<file path="config.mk">
export PLATFORM = sky130hd
export DESIGN_NAME = xor_combine_pipe
export DESIGN_NICKNAME = d
export VERILOG_FILES = /design/src/rtl/xor_combine_pkg.sv /design/src/rtl/xcp_stage.sv /design/src/rtl/xor_combine_pipe.sv
export SDC_FILE = /design/constraint.sdc
export NUM_CORES = 1
export LEC_CHECK = 0
export BUFFER_PORTS_ARGS = -buffer_cell sky130_fd_sc_hd__buf_2
export CAP_MARGIN = 20
export CORE_MARGIN = 5
export CORE_UTILIZATION = 50
export CTS_CLUSTER_SIZE = 20
export DETAILED_ROUTE_END_ITERATION = 8
export PLACE_DENSITY = 0.72
export SLEW_MARGIN = 30
export SYNTH_ARGS = -nofsm -noshare
export SYNTH_HDL_FRONTEND = slang
export SYNTH_SLANG_ARGS = --single-unit
</file>
<file path="constraint.sdc">
create_clock -name clk -period 3 [get_ports clk]
set_input_delay 0.6 -clock clk [delete_from_list [all_inputs] [get_ports clk]]
set_output_delay 0.6 -clock clk [all_outputs]
set_load 0.02 [all_outputs]
</file>
<file path="src/rtl/xor_combine_pkg.sv">
// Shared mode encodings and the stage-0 combine function for xor_combine_pipe.
// Callers size operands up to COMB_W and cast the result back to their own WIDTH.
package xor_combine_pkg;

   localparam logic [1:0] MODE_XOR = 2'd0;
   localparam logic [1:0] MODE_AND = 2'd1;
   localparam logic [1:0] MODE_OR  = 2'd2;
   localparam logic [1:0] MODE_ACC = 2'd3;

   // Upper bound on WIDTH; the operation is bitwise, so unused high bits fold away.
   localparam int COMB_W = 1024;

   function automatic logic [COMB_W-1:0] combine(
      input logic [1:0]        mode,
      input logic [COMB_W-1:0] a,
      input logic [COMB_W-1:0] b,
      input logic [COMB_W-1:0] acc
   );
      logic [COMB_W-1:0] r;
      case (mode)
         MODE_XOR: r = a ^ b;
         MODE_AND: r = a & b;
         MODE_OR:  r = a | b;
         default:  r = acc ^ a ^ b;
      endcase
      return r;
   endfunction

endpackage

</file>
<file path="src/rtl/xcp_stage.sv">
// One pipeline slot: WIDTH-bit data plus valid, loaded on enable, cleared by reset.
module xcp_stage #(
   parameter int WIDTH = 32
) (
   input  logic             clk,
   input  logic             reset,
   input  logic             en,
   input  logic             d_valid,
   input  logic [WIDTH-1:0] d_data,
   output logic             q_valid,
   output logic [WIDTH-1:0] q_data
);

   always_ff @(posedge clk) begin
      if (reset) begin
         q_valid <= 1'b0;
         q_data  <= '0;
      end else if (en) begin
         q_valid <= d_valid;
         q_data  <= d_data;
      end
   end

endmodule

</file>
<file path="src/rtl/xor_combine_pipe.sv">
// Mode-selectable XOR/AND/OR/accumulate combiner feeding a DEPTH-stage
// valid/ready pipeline that shifts as a whole; counts delivered results.
module xor_combine_pipe
   import xor_combine_pkg::*;
#(
   parameter int WIDTH = 32,
   parameter int DEPTH = 2,
   parameter int CNT_W = 16
) (
   input  logic             clk,
   input  logic             reset,
   input  logic             in_valid,
   output logic             in_ready,
   input  logic [WIDTH-1:0] in_a,
   input  logic [WIDTH-1:0] in_b,
   input  logic [1:0]       mode,
   input  logic             acc_clr,
   output logic             out_valid,
   input  logic             out_ready,
   output logic [WIDTH-1:0] out_data,
   output logic [WIDTH-1:0] acc_value,
   output logic [CNT_W-1:0] out_count
);

   logic                        advance;
   logic                        accept;
   logic [WIDTH-1:0]            acc;
   logic [WIDTH-1:0]            acc_eff;
   logic [WIDTH-1:0]            s0_data;
   logic [DEPTH:0]              vld_pipe;
   logic [DEPTH:0][WIDTH-1:0]   dat_pipe;

   assign advance  = !out_valid || out_ready;
   assign in_ready = advance;
   assign accept   = in_valid && advance;

   // Clear takes effect before a coincident ACC beat folds in its operands.
   assign acc_eff  = acc_clr ? '0 : acc;
   assign s0_data  = WIDTH'(combine(mode, COMB_W'(in_a), COMB_W'(in_b), COMB_W'(acc_eff)));

   assign vld_pipe[0] = accept;
   assign dat_pipe[0] = accept ? s0_data : '0;

   for (genvar i = 0; i < DEPTH; i++) begin : g_stage
      xcp_stage #(.WIDTH(WIDTH)) u_stage (
         .clk     (clk),
         .reset   (reset),
         .en      (advance),
         .d_valid (vld_pipe[i]),
         .d_data  (dat_pipe[i]),
         .q_valid (vld_pipe[i+1]),
         .q_data  (dat_pipe[i+1])
      );
   end

   assign out_valid = vld_pipe[DEPTH];
   assign out_data  = dat_pipe[DEPTH];
   assign acc_value = acc;

   always_ff @(posedge clk) begin
      if (reset)
         acc <= '0;
      else if (accept && mode == MODE_ACC)
         acc <= s0_data;
      else if (acc_clr)
         acc <= '0;
   end

   always_ff @(posedge clk) begin
      if (reset)
         out_count <= '0;
      else if (out_valid && out_ready)
         out_count <= out_count + 1'b1;
   end

endmodule
</file>
==> results.py <==
metrics = {
    "critical_path": {
        "crit_family": "buffers and inverters",
        "path_buf_inv": 2,
        "crit_path_top_delay_cell": "dfxtp_1",
        "crit_chain": "nor2b_4, inv_4, buf_2",
        "cp_max_fo": 37,
        "arrival_ns": 1.79,
        "worstSetupStartpointType": "flip-flop",
        "crit_path_end_kind": "output pin",
        "timing.setup.critical_path_class": "flip-flop to output pin",
        "critPathRequiredTime_ns": 2.40,
        "max_stage_delay_ns": 0.45,
    },
    "sta": {
        "hold_violations": 0,
        "final.setup_skew_ns": 0.00864,
        "slew-limit-headroom_pct": 37.1,
        "worstMarginPinSlew_ns": 0.943,
        "fin_crit_ns": 2.39,
        "finalSetupViolations": 0,
        "slew_violations": 0,
        "finalSetupTns_ns": 0,
        "rsz0062_at_grt": "false",
        "min_period_over_period_pct": 79.7,
        "fmax_ghz": 0.418,
        "whs_ns": 0.448,
    },
    "synthesis": {
        "async_reset_ff_share_pct": 0,
        "synth.avg_cell_area_um2": 8.67,
        "synth_top_family_by_area": "compound AO/OA/AOI/OAI gates",
        "synth_mux_area_share_pct": 5.01,
        "synth-seq-area-share_pct": 35.7,
        "synth.distinct_cells": 40,
        "synthAdderAreaFrac_pct": 0.979,
        "yosys_warnings": 0,
        "synthXorXnorAreaFrac_pct": 5.89,
        "syn-num-nets": 813,
        "synth_edf_count": 0,
        "synth-seq-cells": 114,
        "synth_area_mm2": 0.00639,
        "synth_compound_area_share_pct": 23.5,
        "synth-main-ff-cell": "dfxtp_1",
        "syn-instance-count": 737,
        "synth-simple-area-share_pct": 20.4,
    },
    "power_and_ir_drop": {
        "power.leakage_uw": 0.00296,
        "power_switching_uw": 1220,
        "p_seq_share_pct": 38.2,
        "power_uw": 4250,
        "ir_drop_v": 0.000383,
        "combPwrFrac_pct": 17.5,
        "powerDensity_mw_per_mm2": 559,
        "swShare_pct": 28.7,
        "internal_power_uw": 3030,
        "power_frac_clock_pct": 44.3,
    },
    "global_routing": {
        "grt_pass1_wl_mm": 28.8,
        "gr-total-overflow": 0,
        "grt.total_usage_pct": 24.3,
        "grt_pass1_vias": 5729,
        "grt_start_max_net_pins": 38,
        "antenna_found_initial": 0,
    },
    "outcome": {
        "outcome": "finished, final reports clean",
    },
    "floorplanning": {
        "fp.dieW_um": 123,
        "die_area_mm2": 0.0151,
        "initial_core_util_pct": 50.8,
        "die_h_um": 123,
        "core-area_mm2": 0.0126,
        "rows": 41,
        "io_pins": 153,
    },
    "drt": {
        "dr.pass1.iters": 5,
        "drt_iter0_drc": 431,
        "drt-total-wl_mm": 18.6,
        "vias_per_cell": 5.93,
        "wl_per_cell_um": 18.2,
        "vias": 6046,
        "antenna_left": 0,
        "drc": 0,
    },
    "clock_network": {
        "clk_transition_reported_paths_ns": 0.06,
        "clock_latency_ns": 0.41,
        "clock_path_buffers": 2,
        "clockRootBuffer": "clkbuf_16",
        "cts_tree": "yes",
        "cts_setup_buffers": 0,
        "cts_sinks": 114,
        "post_cts_resized": 0,
        "cts_made_buffers": 17,
        "ctsHoldBuffers": 0,
        "htree_levels": 4,
    },
    "placed_design": {
        "gp_congestion": 0.869,
        "hpwl_mm": 12.7,
        "place_area_mm2": 0.00706,
        "placed_cells": 988,
        "io_buffers": 152,
    },
    "layout": {
        "fin_area_mm2": 0.00761,
        "fin_nets": 911,
        "fill_cells": 1123,
        "antenna-diode-count": 0,
        "area_growth_pct": 19.1,
        "stdcell_count": 1020,
        "drive_gt1_share_pct": 29.7,
    },
    "hold_path": {
        "hold_class": "flip-flop to flip-flop",
    },
    "flow_run": {
        "drv_cap": 0,
    },
}
==> sequential cells by signal, indices dropped and copies added (netlist names) <==
signal / cells
g_stage.u_stage.q_data: 64
g_stage.u_stage.q_valid: 2
acc_value: 32
out_count: 16
==> metrics by stage <==
step	utilization [%]	setup WS [ns]
finish	60.6	0.609
global route	60.6	0.518
CTS	60.6	0.629
detailed placement	56.1	0.326
global placement	56.1	0.388
floorplan	-	0.899
==> tightest hold or removal path: stages (launching register included) <==
cell and delay, ns:
dfxtp_1 0.30, nand2_1 0.05, a21oi_1 0.05
==> power by group through the flow <==
stage / Clock (uW) / Combinational, uW / Sequential (uW)
after detailed placement: 0 / 735 / 1650
after global routing: 1960 / 798 / 1630
after global placement: 0 / 710 / 1650
after CTS: 1900 / 739 / 1620
final: 1880 / 745 / 1620
after floorplan: 0 / 507 / 1660
==> layout by cell type (no fill, tap or decap), types with 4 or more instances in the layout <==
cell type	instances
a21oi_1	39
o21ai_1	59
dfxtp_1	114
nand3_1	7
mux2i_1	32
xnor2_1	33
nand2_1	135
or3b_1	17
or3_1	4
clkinv_2	5
nor4b_1	31
or3b_2	14
o31ai_1	32
nor2_1	13
clkbuf_16	17
buf_2	152
xor2_1	10
ha_1	5
buf_12	4
o211ai_1	31
buf_4	15
a221oi_2	28
nand4_1	6
o21ai_0	9
==> synthesized netlist by cell type, types with 17 or more instances <==
cell	number	area share, %
nand2_1	135	7.9
dfxtp_1	114	36
o21ai_1	59	4.6
a21oi_1	39	3.1
clkbuf_1	38	2.2
buf_4	36	4.2
xnor2_1	33	4.5
mux2i_1	32	5.0
o31ai_1	32	3.8
nor4b_1	31	4.2
o211ai_1	31	3.6
a221oi_2	28	6.6
or3b_1	17	2.3
==> worst paths after layout <==
kind,startpoint,to,slack (ns),cells past startpoint
max reg2reg,g_stage[1].u_stage.q_valid,g_stage[0].u_stage.q_data[1],0.75,6
max,g_stage[1].u_stage.q_valid,in_ready,0.61,3
min,g_stage[1].u_stage.q_data[25],g_stage[1].u_stage.q_data[25],0.45,2
min reg2reg,g_stage[1].u_stage.q_data[25],g_stage[1].u_stage.q_data[25],0.45,2
==> layer usage <==
metal	GRT usage, %	share of wire (%)	vias up
li1	-	-	2859
met1	28.8	41	2918
met2	42.6	50	230
met3	4.85	6.4	39
met4	10.2	2.4	0
met5	0	0	-
==> kinds of logic (layout without fill, tap and decap cells) <==
kind of cell,after synthesis,count (layout)
and+or+nand+nor,241,241
muxes,32,32
buffers and inverters,97,208
adders and majority gates,5,5
DFF,114,114
xor gates and xnor gates,43,43
AOI/OAI and AO/OA,205,205
==> area by class of cell <==
cell class,count,area [um2],share of cell area (%)
clock buffers,19,443,5.82
clock inverters,13,113,1.48
inverters,5,21.3,0.279
multi-input cells,526,3580,47.1
flip-flops and latches,114,2280,30.0
well taps,172,215,2.83
repair buffers,171,953,12.5
No activity file was read; power rests on OpenSTA's default activity.
